==> src/rtl/flp_relu_seq_pkg.sv <==
// Shared constants for the ReLU sequencer: FSM encodings, FP32 format widths and the
// default leaky-slope exponent adjust.
package flp_relu_seq_pkg;

    localparam logic [1:0] StIdle  = 2'd0;
    localparam logic [1:0] StRun   = 2'd1;
    localparam logic [1:0] StDrain = 2'd2;

    localparam int unsigned FP32_EWIDTH = 8;
    localparam int unsigned FP32_SWIDTH = 23;

    // -4 in the EWIDTH-1 bit two's complement exponent-adjust field
    localparam logic [FP32_EWIDTH-2:0] LEAKY_E_DEFAULT = 7'h7C;

endpackage

==> src/rtl/flp_relu.sv <==
// Combinational floating point ReLU: positives and NaNs pass, negatives go to +0 (plain)
// or have their exponent shifted by a signed adjust (leaky), saturating to -0 / -Inf.
module flp_relu #(
    parameter int unsigned EWIDTH = 8,
    parameter int unsigned SWIDTH = 23
) (
    input  logic                     i_l,
    input  logic [EWIDTH-2:0]        i_e,
    input  logic [EWIDTH+SWIDTH:0]   i_data,
    output logic [EWIDTH+SWIDTH:0]   o_data
);

    localparam int unsigned W = 1 + EWIDTH + SWIDTH;

    logic                     sgn;
    logic [EWIDTH-1:0]        exp_in;
    logic [SWIDTH-1:0]        man;
    logic                     exp_ones;
    logic                     is_nan;
    logic                     is_inf;
    logic signed [EWIDTH+1:0] exp_adj;
    logic                     adj_underflow;
    logic                     adj_overflow;

    assign sgn      = i_data[W-1];
    assign exp_in   = i_data[W-2:SWIDTH];
    assign man      = i_data[SWIDTH-1:0];
    assign exp_ones = &exp_in;
    assign is_nan   = exp_ones && (man != '0);
    assign is_inf   = exp_ones && (man == '0);

    assign exp_adj = $signed({2'b00, exp_in}) + $signed({{3{i_e[EWIDTH-2]}}, i_e});

    // Denormal inputs and adjusted exponents <= 0 flush to signed zero
    assign adj_underflow = exp_adj[EWIDTH+1] || (exp_adj == '0) || (exp_in == '0);
    assign adj_overflow  = !exp_adj[EWIDTH+1] && (exp_adj[EWIDTH:0] >= {1'b0, {EWIDTH{1'b1}}});

    always_comb begin
        o_data = i_data;
        if (sgn && !is_nan) begin
            if (!i_l) begin
                o_data = '0;
            end else if (is_inf) begin
                o_data = i_data;
            end else if (adj_underflow) begin
                o_data = {1'b1, {(W-1){1'b0}}};
            end else if (adj_overflow) begin
                o_data = {1'b1, {EWIDTH{1'b1}}, {SWIDTH{1'b0}}};
            end else begin
                o_data = {1'b1, exp_adj[EWIDTH-1:0], man};
            end
        end
    end

endmodule

==> src/rtl/flp_relu_seq.sv <==
// Command-driven sequencer streaming a counted block of operands through flp_relu into a
// registered valid/ready output, with a one-cycle done pulse after the last result leaves.
module flp_relu_seq
    import flp_relu_seq_pkg::*;
#(
    parameter int unsigned EWIDTH = FP32_EWIDTH,
    parameter int unsigned SWIDTH = FP32_SWIDTH,
    parameter int unsigned CWIDTH = 16
) (
    input  logic                   clk,
    input  logic                   nrst,
    input  logic                   i_cmd_vld,
    output logic                   o_cmd_rdy,
    input  logic [CWIDTH-1:0]      i_cmd_cnt,
    input  logic                   i_cmd_l,
    input  logic [EWIDTH-2:0]      i_cmd_e,
    input  logic                   i_in_vld,
    output logic                   o_in_rdy,
    input  logic [EWIDTH+SWIDTH:0] i_in_data,
    output logic                   o_out_vld,
    input  logic                   i_out_rdy,
    output logic [EWIDTH+SWIDTH:0] o_out_data,
    output logic                   o_busy,
    output logic                   o_done
);

    localparam int unsigned W = 1 + EWIDTH + SWIDTH;

    logic [1:0]        state_q, state_d;
    logic [CWIDTH-1:0] rem_q, rem_d;
    logic              l_q, l_d;
    logic [EWIDTH-2:0] e_q, e_d;
    logic              out_vld_q, out_vld_d;
    logic [W-1:0]      out_data_q, out_data_d;
    logic              done_q, done_d;
    logic [W-1:0]      relu_data;
    logic              cmd_xfer, in_xfer, out_xfer;

    flp_relu #(
        .EWIDTH (EWIDTH),
        .SWIDTH (SWIDTH)
    ) u_relu (
        .i_l    (l_q),
        .i_e    (e_q),
        .i_data (i_in_data),
        .o_data (relu_data)
    );

    assign o_cmd_rdy  = (state_q == StIdle);
    // Input may advance only when the output slot is free or draining this cycle
    assign o_in_rdy   = (state_q == StRun) && (rem_q != '0) && (!out_vld_q || i_out_rdy);
    assign o_out_vld  = out_vld_q;
    assign o_out_data = out_data_q;
    assign o_busy     = (state_q != StIdle);
    assign o_done     = done_q;

    assign cmd_xfer = i_cmd_vld && o_cmd_rdy;
    assign in_xfer  = i_in_vld && o_in_rdy;
    assign out_xfer = out_vld_q && i_out_rdy;

    always_comb begin
        state_d    = state_q;
        rem_d      = rem_q;
        l_d        = l_q;
        e_d        = e_q;
        out_vld_d  = out_vld_q;
        out_data_d = out_data_q;
        done_d     = 1'b0;

        unique case (state_q)
            StIdle: begin
                if (cmd_xfer) begin
                    l_d   = i_cmd_l;
                    e_d   = i_cmd_e;
                    rem_d = i_cmd_cnt;
                    if (i_cmd_cnt == '0) begin
                        done_d = 1'b1;
                    end else begin
                        state_d = StRun;
                    end
                end
            end
            StRun: begin
                if (in_xfer) begin
                    rem_d = rem_q - {{(CWIDTH-1){1'b0}}, 1'b1};
                    if (rem_q == {{(CWIDTH-1){1'b0}}, 1'b1}) begin
                        state_d = StDrain;
                    end
                end
            end
            StDrain: begin
                if (out_xfer) begin
                    state_d = StIdle;
                    done_d  = 1'b1;
                end
            end
            default: state_d = StIdle;
        endcase

        if (in_xfer) begin
            out_vld_d  = 1'b1;
            out_data_d = relu_data;
        end else if (out_xfer) begin
            out_vld_d = 1'b0;
        end
    end

    always_ff @(posedge clk or negedge nrst) begin
        if (!nrst) begin
            state_q    <= StIdle;
            rem_q      <= '0;
            l_q        <= 1'b0;
            e_q        <= '0;
            out_vld_q  <= 1'b0;
            out_data_q <= '0;
            done_q     <= 1'b0;
        end else begin
            state_q    <= state_d;
            rem_q      <= rem_d;
            l_q        <= l_d;
            e_q        <= e_d;
            out_vld_q  <= out_vld_d;
            out_data_q <= out_data_d;
            done_q     <= done_d;
        end
    end

endmodule

==> config.mk <==
export PLATFORM = sky130hd
export DESIGN_NAME = flp_relu_seq
export DESIGN_NICKNAME = d
export VERILOG_FILES = /design/src/rtl/flp_relu_seq_pkg.sv /design/src/rtl/flp_relu.sv /design/src/rtl/flp_relu_seq.sv
export SDC_FILE = /design/constraint.sdc
export NUM_CORES = 1
export LEC_CHECK = 0
export ABC_CLOCK_PERIOD_IN_PS = 3100
export CORE_MARGIN = 4
export CORE_UTILIZATION = 48
export CTS_BUF_LIST = sky130_fd_sc_hd__clkbuf_8
export CTS_CLUSTER_SIZE = 25
export DETAILED_ROUTE_END_ITERATION = 10
export PLACE_DENSITY_LB_ADDON = 0.3
export SYNTH_ARGS = -nofsm -noshare
export SYNTH_HDL_FRONTEND = slang
export SYNTH_HIERARCHICAL = 1
export SYNTH_SLANG_ARGS = --single-unit
==> constraint.sdc <==
create_clock -name clk -period 3.1 [get_ports clk]
set_clock_uncertainty 0.05 [all_clocks]
set_input_delay 0.62 -clock clk [delete_from_list [all_inputs] [get_ports clk]]
set_output_delay 0.62 -clock clk [all_outputs]
set_load 0.005 [all_outputs]
==> parameters.txt <==
Parameter                              Value

Worst hold path
  Hold WC Path Type    in2async

Clock tree
  Clock slew at reported path FFs    0.07 ns
  Clock Sinks    60
  TritonCTS Buffers    9
  Root buf cell    sky130_fd_sc_hd__clkbuf_8
  Later-pin clock latency in the skew report    0.34 ns
  Number of hold buffers added after CTS    0
  Max Buffers Root-to-Sink    2
  CTS tree    yes
  H-Tree Depth    3

Critical path
  Worst r2r src    e_q[0]
  Crit path kind    in2reg
  Crit. End Element    flop
  Required time of the critical path    3.27 ns
  Critical-path maximum fanout    10
  Worst Setup SP    i_in_data[28]
  Reg2Reg Depth    11
  Crit path arrival time    roughly 3.4 ns
  Critical Path Source Type    primary input

Logic synthesis
  Yosys warns    6
  Post-synth ARST share    100%
  Number of unique standard cell types used by synthesis    74
  Most instantiated flip-flop cell in the synthesis netlist    sky130_fd_sc_hd__dfrtp_1
  EDFF count, synth    0
  Number of register bits inferred by synthesis    60
  Synthesized area    4490 um^2
  Cells after synthesis    486
  Seq/Total Area, Yosys    33.5%
  Average cell area after synthesis    between 9 and 10 um^2
  Post-synth net total    560

STA
  Setup repair after global routing missed its margin    true
  Final hold vios    0
  Final setup slack of the worst path    -0.121 ns
  Final setup vio count    29
  Post-layout min period    3.22 ns
  Slew at the pin closest to its max-slew limit    0.779 ns
  Period Utilization, post-route    104%
  Final max-slew violation count    0
  Setup total negative slack    -2.82 ns
  Max frequency    around 310 MHz
  Final-layout worst hold slack    around 0.27 ns
  Rel. slew slack    a little under half

Status
  Status    finished with violations
  Failing checks    setup timing

Routing
  Post-DR vias/cell    6.09
  Via count    4519
  Detailed-routed wire length on met3    936 um
  Post-DR wirelength/cell    18.7 um
  Count of nets left with antenna violations after detail routing    0
  Detailed Routing Iterations Pass 1    5
  Max layer used    met4
  Wire length on met1    6040 um
  Met2 wire length    6660 um
  Initial DRC Count    approximately 270
  Residual DRC    0
  Total Routed Length    13900 um

Global route
  Number of global-route vias before repair    4453
  Congestion Overflow GR    0
  Aggregate global-route resource usage    25.2%
  Initial antenna violation count    0
  Pin count of the biggest net entering global routing    37
  First-pass GRT wire length    22700 um

Die
  Effective utilization at floorplan    49.0%
  Top-Level Pins    around 100
  Floorplan core area    9150 um^2
  Vertical extent of the die    around 100 um
  Area enclosed by the die boundary    11000 um^2
  Die span in x    between 100 and 150 um
  Core Rows    35

Cells and area
  Count of fill cells added during filler insertion    a little over 700
  Fraction of layout instances using a drive strength above 1    about a quarter
  Nets    700
  Area growth from synthesis to layout    42.4%
  Total non-filler cell area in the finished layout    6390 um^2
  Antenna Cells    0

Placed design
  Dpl hpwl    9730 um
  Placed standard-cell area    5860 um^2
  Placement Setup Slack    -0.729 ns
  GPL Wtd Cong    roughly 0.91
  Number of buffers inserted by port buffering    97

Power
  LEAKAGE    2.68 nW
  Power density of the placed cells    439 nW/um^2
  IR Drop Worst-Case VDD    0.236 mV
  Post-layout total power    about 2.8 mW

Flow run
  Number of max-cap violations    0
[synthesized netlist by cell type (4+ instances only)]
master / count / share of area (%)
sky130_fd_sc_hd__nor2_1: 25 / 2.1
sky130_fd_sc_hd__o221ai_1: 5 / 0.98
sky130_fd_sc_hd__mux2_2: 6 / 1.5
sky130_fd_sc_hd__a21oi_1: 18 / 2.0
sky130_fd_sc_hd__nand4_1: 9 / 1.3
sky130_fd_sc_hd__ha_1: 12 / 3.3
sky130_fd_sc_hd__mux2_4: 26 / 8.7
sky130_fd_sc_hd__o22ai_1: 4 / 0.56
sky130_fd_sc_hd__nand3_1: 11 / 1.2
sky130_fd_sc_hd__dfrtp_1: 60 / 33
sky130_fd_sc_hd__o21ai_2: 11 / 2.1
sky130_fd_sc_hd__o211ai_1: 29 / 4.9
sky130_fd_sc_hd__clkbuf_2: 5 / 0.56
sky130_fd_sc_hd__nor3_1: 19 / 2.1
sky130_fd_sc_hd__nor4_1: 12 / 1.7
sky130_fd_sc_hd__a211oi_1: 10 / 1.7
sky130_fd_sc_hd__o21ai_0: 23 / 2.6
sky130_fd_sc_hd__or3_1: 4 / 0.56
sky130_fd_sc_hd__o31ai_1: 6 / 1.0
sky130_fd_sc_hd__a31o_2: 6 / 1.2
sky130_fd_sc_hd__nand2_1: 70 / 5.9
sky130_fd_sc_hd__nor3b_1: 5 / 0.84
sky130_fd_sc_hd__buf_2: 4 / 0.45
sky130_fd_sc_hd__a31oi_1: 4 / 0.56
sky130_fd_sc_hd__clkbuf_1: 13 / 1.1
sky130_fd_sc_hd__a221oi_1: 6 / 1.2
sky130_fd_sc_hd__inv_1: 10 / 0.84
sky130_fd_sc_hd__and3_1: 5 / 0.70
[logic make-up (layout without fill, tap and decap cells)]
group	count (synthesis)	after routing	synth area share [%]
AND/OR/NAND/NOR	190	190	22.3
AO/OA/AOI/OAI	147	147	24.1
flip-flops	60	60	33.5
buffers and inverters	39	184	5.10
multiplexers	34	34	10.7
adder cells (fa/ha/maj)	13	13	3.79
XOR/XNOR	3	3	0.586
[power by group]
part / internal, mW / leakage [nW] / switching [mW]
clock network: 0.516 / 0.120 / 0.322
logic: 0.569 / 1.82 / 0.428
registers: 0.885 / 0.740 / 0.0849
total: 1.97 / 2.68 / 0.835
[flip-flops by register name, summed over array words and instances, names as in the netlist]
register	count
o_done	1
state_q	2
o_out_data	32
e_q	7
rem_q	16
l_q	1
o_out_vld	1
[routing by layer]
layer	GRT usage [%]	vias up
li1	-	2139
met1	33.9	2155
met2	41.5	198
met3	5.06	27
met4	6.75	0
met5	0	-
[final cells by class]
cell class,instances,area [um^2],share of cell area (%)
Clock buffer,12,165,2.59
Clock inverter,4,71.3,1.12
Inverter,10,37.5,0.588
Multi-Input combinational cell,387,2940,46.1
Sequential cell,60,1500,23.5
Tap cell,111,139,2.17
Timing Repair Buffer,158,1530,24.0
[final timing paths]
kind | endpoint | slack [ns]
min reg2reg | o_out_data[24] | 0.46
max in group asynchronous | o_out_data[2] | 2.02
max reg2reg | o_out_data[25] | -0.09
min | o_out_data[29] | 0.27
min in group clk | o_out_data[24] | 0.46
max | o_out_data[25] | -0.12
[per-stage QoR]
step | cells | util, %
4_1_cts | 737 | 68.1
6_report | 742 | 69.8
3_3_place_gp | 715 | 64.0
5_1_grt | 742 | 69.8
2_1_floorplan | 486 | -
3_5_place_dp | 715 | 64.0
[timing repair]
item | 4_1_cts | 5_1_grt
endpoints found under the setup margin | 31 | 31
buffers inserted | 4 | 4
gates cloned | 2 | 1
resized for setup | 27 | 19
pin swaps | 7 | 19
[cell usage in the layout, fill, tap and decap left out, types with 6 or more instances in the layout]
| master | n |
|---|---|
| sky130_fd_sc_hd__a211oi_1 | 10 |
| sky130_fd_sc_hd__a21oi_1 | 17 |
| sky130_fd_sc_hd__a31o_2 | 6 |
| sky130_fd_sc_hd__buf_4 | 54 |
| sky130_fd_sc_hd__clkbuf_8 | 12 |
| sky130_fd_sc_hd__clkdlybuf4s50_1 | 91 |
| sky130_fd_sc_hd__dfrtp_1 | 60 |
| sky130_fd_sc_hd__ha_1 | 7 |
| sky130_fd_sc_hd__inv_1 | 11 |
| sky130_fd_sc_hd__mux2_4 | 32 |
| sky130_fd_sc_hd__nand2_1 | 70 |
| sky130_fd_sc_hd__nand3_1 | 10 |
| sky130_fd_sc_hd__nand4_1 | 9 |
| sky130_fd_sc_hd__nor2_1 | 25 |
| sky130_fd_sc_hd__nor3_1 | 18 |
| sky130_fd_sc_hd__nor4_1 | 12 |
| sky130_fd_sc_hd__o211ai_1 | 29 |
| sky130_fd_sc_hd__o21ai_0 | 9 |
| sky130_fd_sc_hd__o21ai_2 | 19 |
[critical path, stage by stage]
cell and delay (ns):
sky130_fd_sc_hd__clkdlybuf4s50_1 0.50, sky130_fd_sc_hd__ha_4 0.37, sky130_fd_sc_hd__a21oi_2 0.07, sky130_fd_sc_hd__a32o_1 0.27, sky130_fd_sc_hd__o21a_1 0.20, sky130_fd_sc_hd__buf_4 0.14
sky130_fd_sc_hd__buf_4 0.13, sky130_fd_sc_hd__or2_2 0.36, sky130_fd_sc_hd__a211oi_1 0.35, sky130_fd_sc_hd__o31ai_2 0.11, sky130_fd_sc_hd__mux2_4 0.27
Power figures use the tool's default switching activity.
